**src/rtl/ps2_pkg.sv**
```systemverilog
// rtl/ps2_pkg.sv - scan-set-2 codes, ASCII constants and receive-state enum for ps2_keyboard
package ps2_pkg;

  localparam logic [7:0] SC_BREAK  = 8'hF0;
  localparam logic [7:0] SC_EXT    = 8'hE0;
  localparam logic [7:0] SC_LSHIFT = 8'h12;
  localparam logic [7:0] SC_RSHIFT = 8'h59;
  localparam logic [7:0] SC_CTRL   = 8'h14;
  localparam logic [7:0] SC_CAPS   = 8'h58;
  localparam logic [7:0] SC_UP     = 8'h75;
  localparam logic [7:0] SC_DOWN   = 8'h72;
  localparam logic [7:0] SC_LEFT   = 8'h6B;
  localparam logic [7:0] SC_RIGHT  = 8'h74;

  localparam logic [7:0] ASC_ESC = 8'h1B;
  localparam logic [7:0] ASC_CR  = 8'h0D;
  localparam logic [7:0] ASC_BS  = 8'h08;
  localparam logic [7:0] ASC_TAB = 8'h09;

  typedef enum logic [1:0] {ST_IDLE, ST_DATA, ST_PARITY, ST_STOP} rx_state_t;

  function automatic logic is_letter(input logic [7:0] c);
    return (c >= 8'h61) && (c <= 8'h7A);
  endfunction

  // VT52 final byte for an extended arrow code, 0 when not an arrow
  function automatic logic [7:0] arrow_letter(input logic [7:0] c);
    case (c)
      SC_UP:    return 8'h41;
      SC_DOWN:  return 8'h42;
      SC_RIGHT: return 8'h43;
      SC_LEFT:  return 8'h44;
      default:  return 8'h00;
    endcase
  endfunction

endpackage

```
**src/rtl/ps2_scancode_rom.sv**
```systemverilog
// rtl/ps2_scancode_rom.sv - scan-set-2 to {unshifted, shifted} ASCII, US layout; 0 = unmapped
module ps2_scancode_rom
  import ps2_pkg::*;
(
  input  logic [7:0] i_code,
  output logic [7:0] o_unshifted,
  output logic [7:0] o_shifted
);

  logic [15:0] w_pair;

  always_comb begin
    w_pair = 16'h0000;
    case (i_code)
      8'h1C: w_pair = {"a", "A"};
      8'h32: w_pair = {"b", "B"};
      8'h21: w_pair = {"c", "C"};
      8'h23: w_pair = {"d", "D"};
      8'h24: w_pair = {"e", "E"};
      8'h2B: w_pair = {"f", "F"};
      8'h34: w_pair = {"g", "G"};
      8'h33: w_pair = {"h", "H"};
      8'h43: w_pair = {"i", "I"};
      8'h3B: w_pair = {"j", "J"};
      8'h42: w_pair = {"k", "K"};
      8'h4B: w_pair = {"l", "L"};
      8'h3A: w_pair = {"m", "M"};
      8'h31: w_pair = {"n", "N"};
      8'h44: w_pair = {"o", "O"};
      8'h4D: w_pair = {"p", "P"};
      8'h15: w_pair = {"q", "Q"};
      8'h2D: w_pair = {"r", "R"};
      8'h1B: w_pair = {"s", "S"};
      8'h2C: w_pair = {"t", "T"};
      8'h3C: w_pair = {"u", "U"};
      8'h2A: w_pair = {"v", "V"};
      8'h1D: w_pair = {"w", "W"};
      8'h22: w_pair = {"x", "X"};
      8'h35: w_pair = {"y", "Y"};
      8'h1A: w_pair = {"z", "Z"};
      8'h16: w_pair = {"1", "!"};
      8'h1E: w_pair = {"2", "@"};
      8'h26: w_pair = {"3", "#"};
      8'h25: w_pair = {"4", "$"};
      8'h2E: w_pair = {"5", "%"};
      8'h36: w_pair = {"6", "^"};
      8'h3D: w_pair = {"7", "&"};
      8'h3E: w_pair = {"8", "*"};
      8'h46: w_pair = {"9", "("};
      8'h45: w_pair = {"0", ")"};
      8'h0E: w_pair = {8'h60, "~"};
      8'h4E: w_pair = {"-", "_"};
      8'h55: w_pair = {"=", "+"};
      8'h54: w_pair = {"[", "{"};
      8'h5B: w_pair = {"]", "}"};
      8'h5D: w_pair = {8'h5C, 8'h7C};
      8'h4C: w_pair = {";", ":"};
      8'h52: w_pair = {8'h27, 8'h22};
      8'h41: w_pair = {",", "<"};
      8'h49: w_pair = {".", ">"};
      8'h4A: w_pair = {"/", "?"};
      8'h29: w_pair = {" ", " "};
      8'h5A: w_pair = {ASC_CR, ASC_CR};
      8'h66: w_pair = {ASC_BS, ASC_BS};
      8'h76: w_pair = {ASC_ESC, ASC_ESC};
      8'h0D: w_pair = {ASC_TAB, ASC_TAB};
      default: w_pair = 16'h0000;
    endcase
  end

  assign o_unshifted = w_pair[15:8];
  assign o_shifted   = w_pair[7:0];

endmodule

```
**src/rtl/ps2_keyboard.sv**
```systemverilog
// rtl/ps2_keyboard.sv - PS/2 keyboard receiver, modifier tracking and ASCII stream source
// PS2_ARROW_VT52_EN: extended arrows emit the two-byte VT52 sequence ESC, A/B/C/D
module ps2_keyboard
  import ps2_pkg::*;
#(
  parameter int TIMEOUT_CYCLES = 40000
)(
  input  logic       clk,
  input  logic       reset,
  input  logic       ps2_clk,
  input  logic       ps2_data,
  output logic [7:0] m_axis_tdata,
  output logic       m_axis_tvalid,
  input  logic       m_axis_tready,
  output logic       frame_error,
  output logic       overrun
);

  localparam int CW = $clog2(TIMEOUT_CYCLES);

  logic r_clk_s1, r_clk_s2, r_clk_prev, r_dat_s1, r_dat_s2;
  rx_state_t r_state;
  logic [7:0] r_sr;
  logic [2:0] r_bit_cnt;
  logic [CW-1:0] r_idle_cnt;
  logic r_par_ok, r_sc_valid, r_frame_error;
  logic r_brk, r_ext, r_lshift, r_rshift, r_ctrl, r_caps;
  logic [7:0] r_tdata;
  logic r_tvalid, r_overrun;
  logic w_fall, w_timeout, w_prefix, w_shift, w_new_valid, w_busy;
  logic [7:0] w_lo, w_hi, w_ascii, w_new_data;
`ifdef PS2_ARROW_VT52_EN
  logic r_pend;
  logic [7:0] r_pend_char, w_arrow_char;
  logic w_arrow;
`endif

  // Lines idle high, so the synchronizers reset to 1 to avoid a spurious edge
  always_ff @(posedge clk or posedge reset) begin
    if (reset) begin
      {r_clk_s1, r_clk_s2, r_clk_prev, r_dat_s1, r_dat_s2} <= 5'b11111;
    end else begin
      r_clk_s1   <= ps2_clk;
      r_clk_s2   <= r_clk_s1;
      r_clk_prev <= r_clk_s2;
      r_dat_s1   <= ps2_data;
      r_dat_s2   <= r_dat_s1;
    end
  end

  assign w_fall    = r_clk_prev & ~r_clk_s2;
  assign w_timeout = (r_state != ST_IDLE) && !w_fall && (r_idle_cnt == CW'(TIMEOUT_CYCLES - 1));

  always_ff @(posedge clk or posedge reset) begin
    if (reset) begin
      r_state       <= ST_IDLE;
      r_sr          <= '0;
      r_bit_cnt     <= '0;
      r_idle_cnt    <= '0;
      r_par_ok      <= 1'b0;
      r_sc_valid    <= 1'b0;
      r_frame_error <= 1'b0;
    end else begin
      r_sc_valid    <= 1'b0;
      r_frame_error <= 1'b0;
      r_idle_cnt    <= (w_fall || r_state == ST_IDLE) ? '0 : r_idle_cnt + 1'b1;
      if (w_timeout) begin
        r_state       <= ST_IDLE;
        r_frame_error <= 1'b1;
      end else if (w_fall) begin
        case (r_state)
          ST_IDLE: begin
            if (!r_dat_s2) begin
              r_state   <= ST_DATA;
              r_bit_cnt <= '0;
            end else begin
              r_frame_error <= 1'b1;
            end
          end
          ST_DATA: begin
            r_sr      <= {r_dat_s2, r_sr[7:1]};
            r_bit_cnt <= r_bit_cnt + 3'd1;
            if (r_bit_cnt == 3'd7) r_state <= ST_PARITY;
          end
          ST_PARITY: begin
            r_par_ok <= ^{r_sr, r_dat_s2};
            r_state  <= ST_STOP;
          end
          ST_STOP: begin
            if (r_dat_s2 && r_par_ok) r_sc_valid <= 1'b1;
            else r_frame_error <= 1'b1;
            r_state <= ST_IDLE;
          end
          default: r_state <= ST_IDLE;
        endcase
      end
    end
  end

  ps2_scancode_rom u_rom (
    .i_code      (r_sr),
    .o_unshifted (w_lo),
    .o_shifted   (w_hi)
  );

  assign w_prefix = (r_sr == SC_BREAK) || (r_sr == SC_EXT);

  always_ff @(posedge clk or posedge reset) begin
    if (reset) begin
      {r_brk, r_ext, r_lshift, r_rshift, r_ctrl, r_caps} <= 6'b0;
    end else if (r_sc_valid) begin
      if (r_sr == SC_BREAK) begin
        r_brk <= 1'b1;
      end else if (r_sr == SC_EXT) begin
        r_ext <= 1'b1;
      end else begin
        r_brk <= 1'b0;
        r_ext <= 1'b0;
        case (r_sr)
          SC_LSHIFT: if (!r_ext) r_lshift <= ~r_brk;
          SC_RSHIFT: if (!r_ext) r_rshift <= ~r_brk;
          SC_CTRL:   r_ctrl <= ~r_brk;
          SC_CAPS:   if (!r_ext && !r_brk) r_caps <= ~r_caps;
          default:   ;
        endcase
      end
    end
  end

  always_comb begin
    w_shift = r_lshift | r_rshift;
    if (is_letter(w_lo)) w_ascii = (w_shift ^ r_caps) ? w_hi : w_lo;
    else w_ascii = w_shift ? w_hi : w_lo;
    if (r_ctrl && w_ascii[7:6] == 2'b01) w_ascii = w_ascii & 8'h1F;
    w_new_valid = r_sc_valid && !w_prefix && !r_brk && !r_ext && (w_lo != 8'h00);
    w_new_data  = w_ascii;
`ifdef PS2_ARROW_VT52_EN
    w_arrow_char = arrow_letter(r_sr);
    w_arrow = r_sc_valid && r_ext && !r_brk && (w_arrow_char != 8'h00);
    if (w_arrow) begin
      w_new_valid = 1'b1;
      w_new_data  = ASC_ESC;
    end
    w_busy = r_pend | (r_tvalid & ~m_axis_tready);
`else
    w_busy = r_tvalid & ~m_axis_tready;
`endif
  end

  // A handshake frees the slot in the same cycle, so a simultaneous arrival is loaded
  always_ff @(posedge clk or posedge reset) begin
    if (reset) begin
      r_tvalid  <= 1'b0;
      r_tdata   <= 8'h00;
      r_overrun <= 1'b0;
`ifdef PS2_ARROW_VT52_EN
      r_pend      <= 1'b0;
      r_pend_char <= 8'h00;
`endif
    end else begin
      r_overrun <= 1'b0;
      if (r_tvalid && m_axis_tready) r_tvalid <= 1'b0;
`ifdef PS2_ARROW_VT52_EN
      if (r_pend && !r_tvalid) begin
        r_tvalid <= 1'b1;
        r_tdata  <= r_pend_char;
        r_pend   <= 1'b0;
      end
`endif
      if (w_new_valid) begin
        if (w_busy) begin
          r_overrun <= 1'b1;
        end else begin
          r_tvalid <= 1'b1;
          r_tdata  <= w_new_data;
`ifdef PS2_ARROW_VT52_EN
          if (w_arrow) begin
            r_pend      <= 1'b1;
            r_pend_char <= w_arrow_char;
          end
`endif
        end
      end
    end
  end

  assign m_axis_tdata  = r_tdata;
  assign m_axis_tvalid = r_tvalid;
  assign frame_error   = r_frame_error;
  assign overrun       = r_overrun;

endmodule
```
**config.mk**
```make
export PLATFORM = sky130hd
export DESIGN_NAME = ps2_keyboard
export DESIGN_NICKNAME = d
export VERILOG_FILES = /design/src/rtl/ps2_pkg.sv /design/src/rtl/ps2_scancode_rom.sv /design/src/rtl/ps2_keyboard.sv
export SDC_FILE = /design/constraint.sdc
export NUM_CORES = 1
export LEC_CHECK = 0
export CORE_MARGIN = 3
export CORE_UTILIZATION = 49
export DETAILED_ROUTE_END_ITERATION = 12
export PLACE_DENSITY = 0.66
export SYNTH_ARGS = -nofsm -noshare
export SYNTH_HDL_FRONTEND = slang
export SYNTH_SLANG_ARGS = --single-unit
```
**constraint.sdc**
```tcl
create_clock -name clk -period 3.8 [get_ports clk]
set_input_delay 0.38 -clock clk [delete_from_list [all_inputs] [get_ports clk]]
set_output_delay 0.38 -clock clk [all_outputs]
set_load 0.02 [all_outputs]
```
## Word-level counts from Yosys, hierarchy flattened

Memories as Yosys holds them, arrays and structs flattened.
Cells that the tools add are included.

- Latch bits: 0
- Output and inout bits: 11
- Memories: 1
- Logic and storage cells: 119
- RAM bits: 0
- Bits in registers: 53
- Input bits: 5
- Memory bits (read-only): 1792

- Add/sub/neg operators: 2
- Bitwise gates (word level): 13
- Mux-type cells: 30
- Shift-type cells: 0
- Equality and inequality tests: 16
- Divide/modulo/power cells: 0
- $lt $le $gt $ge: 2
- Multiply operators: 0
- Reduce and logical (&&, ||, !) cells: 34

Memories:

| memory | depth | width | rd ports | clocked after Yosys merged registers in | write ports | RTL line | text |
|---|---|---|---|---|---|---|---|
| (no name shown) | 128 | 14 | 1 | 0 | 0 | ps2_scancode_rom.sv:14 | `case (i_code)` |

Operators by type and width:

| operator | number |
|---|---|
| $mux W16 | 2 |
| $mux W8 | 4 |
| $add A16 B1 Y16 const B | 1 |
| $eq A16 B16 Y1 const B | 1 |
| $eq A8 B5 Y1 const B | 2 |
| $eq A8 B7 Y1 const B | 2 |
| $eq A8 B8 Y1 const B | 2 |
| $mux W1 | 16 |
| $reduce_and A5 Y1 | 3 |
| $logic_and A1 B1 Y1 | 11 |
| $not A1 Y1 | 9 |
| $reduce_and A3 Y1 | 3 |
| $reduce_xor A9 Y1 | 1 |
| $ge A8 B7 Y1 const B | 1 |
| $le A8 B7 Y1 const B | 1 |
| $mux W2 | 4 |
| $pmux W2 S4 | 1 |
| $reduce_and A4 Y1 | 2 |
| $reduce_bool A8 Y1 | 1 |
| $ne A3 B3 Y1 const B | 2 |
| $pmux W3 S2 | 1 |
| $reduce_and A2 Y1 | 3 |
| $reduce_bool A2 Y1 | 3 |
| $eq A2 B1 Y1 const B | 2 |
| 12 further kinds | 19 |

## Logic depth before layout (Yosys ltp)

- Depth after elaboration: 8
- Mapped depth: 14
- Mapped depth without buffers: 11

## Cells and area by module

Synthesis repeated with hierarchy kept, for this count alone.

- Cell total of the unflattened synthesis: 545
- Area total of the unflattened synthesis: 4367.9 µm²

Modules (own cells, without submodules):

| module | times used | seq. area each (µm²) | cells an instance | area each (µm²) |
|---|---|---|---|---|
| ps2_keyboard | 1 | 1332.5 | 291 | 2820.2 |
| ps2_scancode_rom | 1 | 0.0 | 254 | 1547.7 |

## Worst setup path before layout

Ideal clock, no wire load.

- Kind: register -> register
- Start: register r_sr[1]
- End: register r_tdata[2], in the netlist m_axis_tdata[2]
- Period minus slack after synthesis: 3.205 ns
- Setup slack: 0.595 ns
- Data required time: 3.674 ns
- Stages on the path, launching flop included: 15
- Library setup time: 0.126 ns
- Path buffers: 3
- Data arrival time: 3.079 ns
- Cells stage by stage: dfrtp_1 -> buf_2 -> inv_1 -> ha_1 -> buf_2 -> nand2_1 -> a311o_1 -> a2bb2oi_1 -> o211a_2 -> nor2b_1 -> o21ai_1 -> and3_4 -> buf_6 -> or2_1 -> a221o_1

- Longest elaborated chain between the ends: 8
- Elaborated cells on any way between the ends: 19
- Classes of those cells: 2 x order compare; 2 x eq/ne; 5 x mux; 9 x reduce/logical; 1 x memory

RTL lines:

| what | RTL line | text |
|---|---|---|
| from (decl) | ps2_keyboard.sv:23 | `logic [7:0] r_sr;` |
| from (signal assigned) | ps2_keyboard.sv:81 | `r_sr <= {r_dat_s2, r_sr[7:1]};` |
| parallel branches: the longest is 8 deep, another holds $mem_v2 Z128 W14 | - |  |
| to (signal assigned) | ps2_keyboard.sv:175 | `r_tdata <= w_new_data;` |
| to (decl) | ps2_keyboard.sv:28 | `logic [7:0] r_tdata;` |

Parallel ways; which one is timed is not known.
A chain may end at the register's enable or synchronous reset.

## Final worst setup path

- Start: register r_sr[0]
- End: register r_tdata[2], in the netlist m_axis_tdata[2]

Same word-level chain as after synthesis.

==> impl_metrics.env <==
export IMPL_outcome="finished, final reports clean"
export IMPL_rsz0062_at_grt="false"
export IMPL_timing_rr_end="m_axis_tdata[2]"
export IMPL_maxSlewHeadroom_pct=29.7
export IMPL_post_route_period_util_pct=92.8
export IMPL_slew_violations=0
export IMPL_grt_usage_pct=24.9
export IMPL_critPathMaxFanout=15
export IMPL_hp_class="flip-flop to flip-flop"
export IMPL_synth_seq_area_share_pct=31.2
export IMPL_clk_latency_ps=310
export IMPL_synth_enable_flop_cells=0
export IMPL_yosys_area_top_type_share_pct=28.0
export IMPL_die_x_um=98.5
export IMPL_whs_ps=362
export IMPL_cts_num_sinks=52
export IMPL_dp_hpwl_um=8750
export IMPL_setup_viol=0
export IMPL_muxShareOfSynthArea_pct=3.01
export IMPL_start_util_pct=50.8
export IMPL_syn_inst=508
export IMPL_synth_fa_ha_area_share_pct=4.47
export IMPL_syn_nets=528
export IMPL_synth_top_family_by_area="compound AO/OA/AOI/OAI gates"
export IMPL_grt_max_degree=53
export IMPL_htreeDepth=2
export IMPL_min_period_ps=3530
export IMPL_ys_warn_count=0
export IMPL_cts_buffer_depth=2
export IMPL_cts_resized=0
export IMPL_fin_skew_ps=10.3
export IMPL_synth_top_flop_cell="dfrtp_1"
export IMPL_synth_cell_area_um2=4190
export IMPL_arrival_ps=3740
export IMPL_antenna_left=0
export IMPL_row_count=33
export IMPL_ys_ff_latch=52
export IMPL_synth_compound_area_share_pct=27.4
export IMPL_antenna_found_initial=0
export IMPL_drive_above_1_share_pct=11.9
export IMPL_cts_buffers=5
export IMPL_via_per_inst=6.35
export IMPL_antenna_cells=0
export IMPL_root_buffer="clkbuf_8"
export IMPL_tightest_slew_ps=1050
export IMPL_min_from="r_clk_s1"
export IMPL_wl_per_cell_um=19.1
export IMPL_p_leak_nw=1.79
export IMPL_synth_simple_gate_area_share_pct=22.9
export IMPL_synth_xor_area_share_pct=4.18
export IMPL_io_pins=16
export IMPL_area_growth_pct=7.55
export IMPL_worstSetupPathType="flip-flop to flip-flop"
export IMPL_max_freq_ghz=0.283
export IMPL_rrSetupSlack_ps=270
export IMPL_hold_viol=0
export IMPL_async_flop_share_pct=100
export IMPL_dieArea_um2=9710
export IMPL_drt_initial_drc_count=410
export IMPL_peakVddDrop_mv=0.340
export IMPL_core_um2=8260
export IMPL_cts_hold_buf=0
export IMPL_clkTransAtPathRegs_ps=100
export IMPL_grt_pass1_wl_um=19600
export IMPL_firstDrtPassIters=5
export IMPL_hold_end="r_clk_s2"
export IMPL_tritoncts="done"
export IMPL_dr_wl_met3_um=645
export IMPL_top_layer="met4"
export IMPL_numPortBuffers=14
export IMPL_synth_area_leaders="dfrtp_1 (28%), o21ai_0 (4.7%), ha_1 (4.5%), nand2_1 (4.1%), nor2_1 (4.0%)"
export IMPL_required_ps=4010
export IMPL_met1_length_um=5110
export IMPL_grt_pass1_vias=3749
export IMPL_worst_setup_path_end_kind="flip-flop"
export IMPL_syn_avg_cell_area_um2=8.26
export IMPL_wl_um=11800
export IMPL_cts_setup_buffers=0
export IMPL_reg2reg_from="r_sr[0]"
export IMPL_overflow=0
export IMPL_critPathLaunchType="flip-flop"
export IMPL_pwr_density_cell_nw_per_um2=625
export IMPL_min_path_cells=0
export IMPL_synth_largest_area_cell="dfrtp_1"
export IMPL_dr_wl_met2_um=5510
export IMPL_vias=3913
export IMPL_drcViolationCount=0
export IMPL_reg2reg_depth=11
export IMPL_drv_cap=0
export IMPL_nets=530
export IMPL_timing_setup_tns_ps=0
export IMPL_gp_congestion=1.03
export IMPL_ys_types=78
export IMPL_dieHeight_um=98.5
[placed cells by master (no fill, tap or decap), types with 4 or more instances in the layout]
cell type        Yosys  layout
nand2_1             46      46
dfrtp_1             47      46
nor2_1              45      45
o21ai_0             39      39
a21oi_1             33      33
buf_4                4      20
nand2b_1            16      16
inv_1               16      15
ha_1                15      15
clkdlybuf4s50_1      0      14
nor2b_1             13      13
xor2_1              12      12
nand3_1             12      12
a31oi_1             10      10
xnor2_1              8       8
a211oi_1             8       8
mux2i_1              7       7
o31ai_1              6       6
o22ai_1              6       6
nor3_1               6       6
o21a_1               6       6
nand4_1              5       5
nand3b_1             5       5
clkbuf_8             0       5
dfstp_2              5       5
and3_1               4       4
and2_1               4       4
or3_1                4       4
a21oi_2              4       4
a22oi_1              4       4
or2_2                4       4
a311oi_1             4       4
[stage by stage]
| step | std cells | cell area [um2] | power, mW | worst slack [ps] | util (%) |
|---|---|---|---|---|---|
| final | 616 | 4510 | 2.82 | 272 | 54.6 |
| after global routing | 616 | 4510 | 3.01 | 33.9 | 54.6 |
| after CTS | 616 | 4510 | 2.80 | 345 | 54.6 |
| after detailed placement | 608 | 4410 | 2.45 | 365 | 53.4 |
| after global placement | 608 | 4410 | 2.46 | 401 | 53.4 |
| after floorplan | 508 | 4190 | 2.01 | 595 | - |
[how the worst max path moves through the flow]
stage	start	end	slack, ps	depth (start not counted)
floorplan	r_sr[1]	m_axis_tdata[2]	600	14
global placement	r_sr[3]	m_axis_tdata[2]	400	9
detailed placement	r_sr[0]	m_axis_tdata[5]	370	11
CTS	r_sr[0]	m_axis_tdata[5]	350	11
global route	r_sr[0]	m_axis_tdata[5]	30	11
finish	r_sr[0]	m_axis_tdata[2]	270	11
[cell usage after synthesis (all sizes together) (3+ instances only)]
cell    instances
dfrtp          47
nand2          46
nor2           45
o21ai          42
a21oi          37
buf            26
inv            16
nand2b         16
ha             15
clkbuf         14
nand3          14
nor2b          13
xor2           12
a31oi          10
a211oi          8
xnor2           8
mux2i           7
nor3            6
o21a            6
o22ai           6
o31ai           6
or2             6
a311oi          5
and3            5
dfstp           5
nand3b          5
nand4           5
o311ai          5
a22oi           4
and2            4
o211a           4
or3             4
a21o            3
a32o            3
mux2            3
nor3b           3
nor4            3
o211ai          3
o221ai          3
[kinds of logic (layout without fill, tap and decap cells)]
kind of cell,after synthesis,after routing
AOI/OAI and AO/OA,168,168
buffers and inverters,56,59
and+or+nand+nor,185,185
adders and majority gates,15,15
muxes,11,11
other,1,1
DFF,52,52
xor gates and xnor gates,20,20
[cell type report]
cell class              instances  area (um2)
repair buffers                 35         310
clock buffers                   5        68.8
fillers                       808        3750
well taps                     105         131
inverters                      16        60.1
multi-input cells             400        2600
flip-flops and latches         52        1310
clock inverters                 3        28.8
[report_power, final]
group | total, mW | internal (mW) | switching [mW]
clock | 0.341 | 0.139 | 0.202
sequential | 0.837 | 0.641 | 0.196
combinational | 1.64 | 0.658 | 0.984
total | 2.82 | 1.44 | 1.38
[state kept, by name (all words and copies together) (netlist names), 2 cells and up]
register	count
m_axis_tdata	7
r_idle_cnt	16
r_state	2
r_bit_cnt	3
r_sr	8
[critical path, cell delays in order, from the launching register on]
cell      delay [ps]
dfrtp_1          510
inv_1            190
ha_1             560
nand3b_1         180
a21oi_2          380
o311ai_2         190
o32ai_2          200
and4bb_4         300
a21oi_2          170
a21oi_2          150
or2_1            290
a221o_1          290
[per-layer routing]
layer  up-vias  GRT usage (%)
met5         -              0
met4         0           11.6
met3        38           3.26
met2       170           41.1
met1      1846           32.5
li1       1859              -
Note: power is estimated with default switching activity, not from simulation.
